--- config.mk ---
export PLATFORM = sky130hd
export DESIGN_NAME = vs_interval_timer
export DESIGN_NICKNAME = d
export VERILOG_FILES = /design/src/rtl/vs_interval_timer.sv
export SDC_FILE = /design/constraint.sdc
export NUM_CORES = 1
export LEC_CHECK = 0
export CAP_MARGIN = 5
export CORE_MARGIN = 5
export CORE_UTILIZATION = 52
export DETAILED_ROUTE_END_ITERATION = 12
export PLACE_DENSITY_LB_ADDON = 0.12
export SYNTH_ARGS = -nofsm -noshare
export SYNTH_HDL_FRONTEND = slang
export SYNTH_SLANG_ARGS = --single-unit
--- constraint.sdc ---
create_clock -name clock -period 3.4 [get_ports clock]
set_input_delay 0.34 -clock clock [delete_from_list [all_inputs] [get_ports clock]]
set_output_delay 0.34 -clock clock [all_outputs]
set_load 0.01 [all_outputs]
--- src/rtl/vs_interval_timer.sv ---
// Interval timer: counts a latched period, pulses tick at each interval end,
// runs one-shot or auto-reload, and keeps a saturating count of ticks.
module vs_interval_timer #(
  parameter int unsigned N = 16
) (
  input  logic         clock,
  input  logic         reset_n,
  input  logic         start,
  input  logic         stop,
  input  logic         periodic,
  input  logic [N-1:0] period,
  output logic [N-1:0] count,
  output logic         tick,
  output logic         busy,
  output logic [N-1:0] ticks
);

  typedef enum logic {
    IDLE = 1'b0,
    RUN  = 1'b1
  } state_t;

  localparam logic [N-1:0] TICKS_MAX = '1;

  state_t       state_q, state_d;
  logic [N-1:0] pl_q, pl_d;
  logic         mode_q, mode_d;
  logic [N-1:0] count_d, ticks_d;
  logic         tick_d, busy_d;
  logic         accept, terminal;

  assign accept   = start & ~stop & (period != '0);
  assign terminal = (count == pl_q - N'(1));

  // State and all outputs live in flops; reset clears everything at once.
  always_ff @(posedge clock or negedge reset_n) begin
    if (!reset_n) begin
      state_q <= IDLE;
      pl_q    <= '0;
      mode_q  <= 1'b0;
      count   <= '0;
      ticks   <= '0;
      tick    <= 1'b0;
      busy    <= 1'b0;
    end else begin
      state_q <= state_d;
      pl_q    <= pl_d;
      mode_q  <= mode_d;
      count   <= count_d;
      ticks   <= ticks_d;
      tick    <= tick_d;
      busy    <= busy_d;
    end
  end

  // Priority: stop, then accepted start (restart), then normal counting.
  always_comb begin
    state_d = state_q;
    pl_d    = pl_q;
    mode_d  = mode_q;
    count_d = count;
    ticks_d = ticks;
    tick_d  = 1'b0;

    if (stop) begin
      state_d = IDLE;
      count_d = '0;
    end else if (accept) begin
      state_d = RUN;
      pl_d    = period;
      mode_d  = periodic;
      count_d = '0;
      ticks_d = '0;
    end else if (state_q == RUN) begin
      if (terminal) begin
        tick_d  = 1'b1;
        count_d = '0;
        if (ticks != TICKS_MAX) ticks_d = ticks + N'(1);
        if (!mode_q) state_d = IDLE;
      end else begin
        count_d = count + N'(1);
      end
    end else begin
      count_d = '0;
    end

    busy_d = (state_d == RUN);
  end

endmodule

[Word-level counts from Yosys, hierarchy flattened]
Index checks and enable logic that the tools add are counted.
W data, S select, Z words.
Cells by class
  $add $sub $neg: 3
  eq/ne operators: 2
  mux-type cells: 17
  bitwise operators: 3
  reductions and logical operators: 6
Operator list (number)
  $mux W16: 8
  $add A16 B1 Y16 const B: 2
  $eq A16 B16 Y1: 1
  $ne A16 B16 Y1 const B: 1
  $reduce_bool A16 Y1: 1
  $sub A16 B1 Y16 const B: 1
  $mux W1: 9
  $reduce_bool A2 Y1: 3
  $reduce_and A4 Y1: 1
  $and A1 B1 Y1: 2
  $reduce_and A2 Y1: 1
  $not A1 Y1: 1
Word-level totals
  register bits: 51
  output and inout bits: 34
  word-level logic and storage cells: 37

[Logic depth before layout (Yosys ltp)]
  depth after elaboration: 6
  depth in mapped cells: 11
  mapped depth without buffers: 10

[Worst setup path before layout]
No wires, ideal clock.
  kind: flip-flop to flip-flop
  start point: register pl_q[8]
  end point: register ticks[11]
  arrival: 2.528 ns
  required time: 3.322 ns
  path slack: 0.794 ns
  stages on the path, launching flop included: 11
  path buffers: 2
  cell sequence: dfrtp_1 > buf_6 > or4_1 > o311a_1 > xor2_1 > a222oi_1 > a211oi_2 > nand3_2 > buf_6 > or3_1 > a21oi_1
On the way
  cells in the longest elaborated chain, start to end: 4
RTL lines
  from (decl): RTL line 26  | logic [N-1:0] pl_q, pl_d;
  from (signal assigned): RTL line 47  | pl_q <= pl_d;
  $sub A16 B1 Y16: RTL line 33  | assign terminal = (count == pl_q - N'(1));
  $eq A16 B16 Y1: RTL line 33
  $reduce_bool A2 Y1 (no line)
  $reduce_and A4 Y1 (no line)
  to (signal assigned): RTL line 50  | ticks <= ticks_d;
  to (decl): RTL line 15  | output logic [N-1:0] ticks
Every way passes these cells.
A chain may end at the register's enable or synchronous reset.

[Final worst setup path]
  start point: register pl_q[0]
  end point: register ticks[14]
The elaborated chain is that of the path after synthesis.

==> out/qor.csv <==
stage,metric,value,unit
cells_and_area,n_fill_cell,469,
power_and_ir_drop,switching_share,0.293,
power_and_ir_drop,clkPwrFrac,0.285,
floorplanning,boundaryPins,55,
clock_network,root_buffer,clkbuf_8,
setup_path,cp-startpoint,pl_q[0]$_DFFE_PN0P_,
setup_path,r2r-end,ticks[14]$_DFFE_PN0P_,
timing,rsz0062_at_grt,no,
grt,grt_pass1_vias,2412,
placement,port_buffers,54,
timing,fin_crit_sh,0.906,
placement,dp_hpwl,5.19,mm
floorplanning,fp.coreArea,5510,µm²
setup_path,endpoint_kind,register,
power_and_ir_drop,power_density,341,nW/µm²
cells_and_area,layout.cells.non_filler,451,
drt,viasPerCell,5.62,
synthesis,ys_seq_area_frac,0.433,
timing,fmax,325,MHz
clock_network,cts_setup_buffers,0,
drt,dr.pass1.iters,4,
floorplanning,initial_core_util,0.535,
synthesis,ys_warn_count,0,
synthesis,avgSynthCellArea,8.99,µm²
cells_and_area,drive_gt1_frac,0.0844,
timing,setup-tns-final,0,ps
timing,worstMarginPinSlew,728,ps
clock_network,hold_buffers,1,
drt,drcViolationCount,0,
outcome,status,"complete, no violations",
placement,dpl.cell_count,442,
clock_network,cts_tree,built,
grt,grt_pass1_wl,11.6,mm
drt,wl_per_cell,15.4,µm
setup_path,path_cells,inv_1 > ha_1 > nor3b_2 > o311a_1 > xor2_1 > a222oi_1 > a211oi_2 > nand2_2 > or4_1 > a21oi_1,
setup_path,r2r_cells,10,
timing,setup_violations,0,
setup_path,cp_max_fo,18,
synthesis,synth_nets,352,
cells_and_area,finalInstanceArea,3600,µm²
floorplanning,fp-row-count,27,
synthesis,yosysUniqueCellTypes,50,
min_path,hold_path_class,reg -> reg,
timing,min_period,3080,ps
power_and_ir_drop,p_int,868,µW
timing,skew,12.0,ps
clock_network,cts.sinks,51,
clock_network,cts-htree-levels,2,
floorplanning,die_w,85.3,µm
clock_network,ctsLongestPathBuffers,2,
clock_network,cts_buffers,5,
grt,grt_usage,0.199,
synthesis,synth-seq-cells,51,
placement,place_congestion,0.809,
power_and_ir_drop,p_sw,359,µW
setup_path,slowest_stage,or4_1,
setup_path,cp.arrival,3320,ps
run,cap_violations,0,
clock_network,postCtsResizedCells,0,
setup_path,rrSetupSlack,320,ps
setup_path,crit_end,ticks[14]$_DFFE_PN0P_,
grt,gr-total-overflow,0,
setup_path,reg2reg_from,pl_q[0]$_DFFE_PN0P_,
power_and_ir_drop,p_leak,1.48,nW
setup_path,start_kind,register,
timing,timing.hold.ws,493,ps
timing,drv_slew,0,
drt,dr_total_vias,2533,
drt,routed_wl,6.94,mm
setup_path,crit_type,reg -> reg,
clock_network,clkSlewWorstSetupHoldPaths,100,ps
floorplanning,die-area,7270,µm²
floorplanning,dieHeight,85.3,µm
setup_path,required,3640,ps
synthesis,syn_area,2950,µm²
grt,grt_max_degree,31,
cells_and_area,antenna_cells,0,
drt,drt-initial-drc-count,162,
timing,finalHoldViolCount,0,
grt,antenna_found_initial,0,
timing,slew-limit-headroom,0.513,
cells_and_area,layout.nets,402,
cells_and_area,syn2layout_area_growth,22.0,%
power_and_ir_drop,ir_worst_vdd,241,µV
drt,detail-route-antenna-nets,0,
placement,placed_area,3500,µm²
synthesis,postSynthCellCount,328,
setup_path,cpPeakStageDelay,470,ps
clock_network,clk_latency,310,ps
power_and_ir_drop,combPwrFrac,0.157,
power_and_ir_drop,seqPwrFrac,0.558,
-- final cells by class --
type                       count  area [µm²]  area share
timing repair buffer          58         568       0.158
inverter                       7        26.3     0.00730
clock buffer                   6        72.6      0.0202
clock inverter                 2        12.5     0.00348
multi-input combinational    255        1550       0.431
tap                           72        90.1      0.0250
sequential                    51        1280       0.355
-- cells in the final DEF (no fill, tap or decap), drive strengths merged, types with 4 or more instances in the layout --
cell	netlist	layout
nand2	61	61
clkdlybuf4s50	0	53
dfrtp	51	51
nor2	30	30
xor2	18	18
xnor2	18	18
nand3	17	17
o21ai	17	17
a21oi	13	13
or3	10	10
nor4	10	10
nand4	7	7
and3	7	7
inv	7	7
clkbuf	6	6
or4	5	5
nor3	5	5
nor2b	4	4
buf	9	4
-- cells in the mapped netlist, drive strengths merged --
master / n / area share
and3b: 3 / 0.0089
o31ai: 2 / 0.0051
and3: 7 / 0.015
o2111a: 1 / 0.0042
ha: 3 / 0.013
or2b: 1 / 0.0025
and2b: 1 / 0.0025
or2: 1 / 0.0021
nor2b: 4 / 0.0085
nand3: 17 / 0.031
buf: 9 / 0.024
nand4: 7 / 0.015
and2: 1 / 0.0021
o21ai: 17 / 0.029
and4: 1 / 0.0030
dfrtp: 51 / 0.43
a31oi: 1 / 0.0021
xor2: 18 / 0.053
nor3: 5 / 0.0085
a41oi: 1 / 0.0030
xnor2: 18 / 0.053
inv: 7 / 0.0089
nand3b: 1 / 0.0025
nor3b: 1 / 0.0042
nand4b: 1 / 0.0030
clkbuf: 6 / 0.0076
a21oi: 13 / 0.022
mux2i: 1 / 0.0034
nand2: 61 / 0.079
nor4: 10 / 0.031
or4: 5 / 0.013
o21a: 2 / 0.0051
a211o: 1 / 0.0030
o211ai: 3 / 0.0076
nor2: 30 / 0.047
or3: 10 / 0.021
nand2b: 2 / 0.0042
a221oi: 1 / 0.0030
o311a: 1 / 0.0034
a222oi: 1 / 0.0034
a211oi: 2 / 0.0085
-- metal layers --
metal | routed length [µm] | global-route usage | vias to the layer above
met2 | 3280 | 0.315 | 71
met5 | 0 | 0 | -
met3 | 315 | 0.0408 | 11
li1 | - | - | 1252
met1 | 3220 | 0.276 | 1199
met4 | 123 | 0.0590 | 0
-- how the worst min path moves through the flow --
stage                       startpoint                  to  cells past startpoint
floorplan                      reset_n  count[0]$_DFF_PN0_                      0
global placement               reset_n  count[6]$_DFF_PN0_                      1
detailed placement             reset_n  count[5]$_DFF_PN0_                      1
CTS                 mode_q$_DFFE_PN0P_  mode_q$_DFFE_PN0P_                      2
global route        mode_q$_DFFE_PN0P_  mode_q$_DFFE_PN0P_                      2
finish              mode_q$_DFFE_PN0P_  mode_q$_DFFE_PN0P_                      2
-- metrics by stage --
step	total power [mW]	utilization	setup slack, ps
after global placement	0.881	0.636	556
after floorplan	0.812	-	794
after CTS	1.23	0.653	362
final	1.23	0.653	320
after detailed placement	0.887	0.636	401
after global routing	1.29	0.653	90.1
-- state kept, by name, indices dropped and copies added (netlist names) --
signal and count:
tick 1, pl_q 16, state_q 1, count 16
ticks 16, mode_q 1
-- worst max-delay path, delay by kind of cell (launching register included) --
family,cells,cell delay (ps)
xor gates and xnor gates,1,160
adders and majority gates,1,210
and+or+nand+nor,3,1140
AOI/OAI and AO/OA,4,950
buffers and inverters,1,100
DFF,1,450
-- power groups by stage --
stage | clock network [mW] | logic (mW) | registers (mW)
final | 0.350 | 0.193 | 0.685
after CTS | 0.356 | 0.193 | 0.684
after floorplan | 0 | 0.137 | 0.676
after global placement | 0 | 0.187 | 0.694
after detailed placement | 0 | 0.191 | 0.696
after global routing | 0.386 | 0.215 | 0.690
-- logic make-up after synthesis --
group	Yosys count	synth area share
and+or+nand+nor	169	0.304
DFF	51	0.433
AOI/OAI and AO/OA	46	0.0993
xor gates and xnor gates	36	0.107
buffers and inverters	22	0.0407
adders and majority gates	3	0.0127
muxes	1	0.00340
Power figures use the tool's default switching activity.
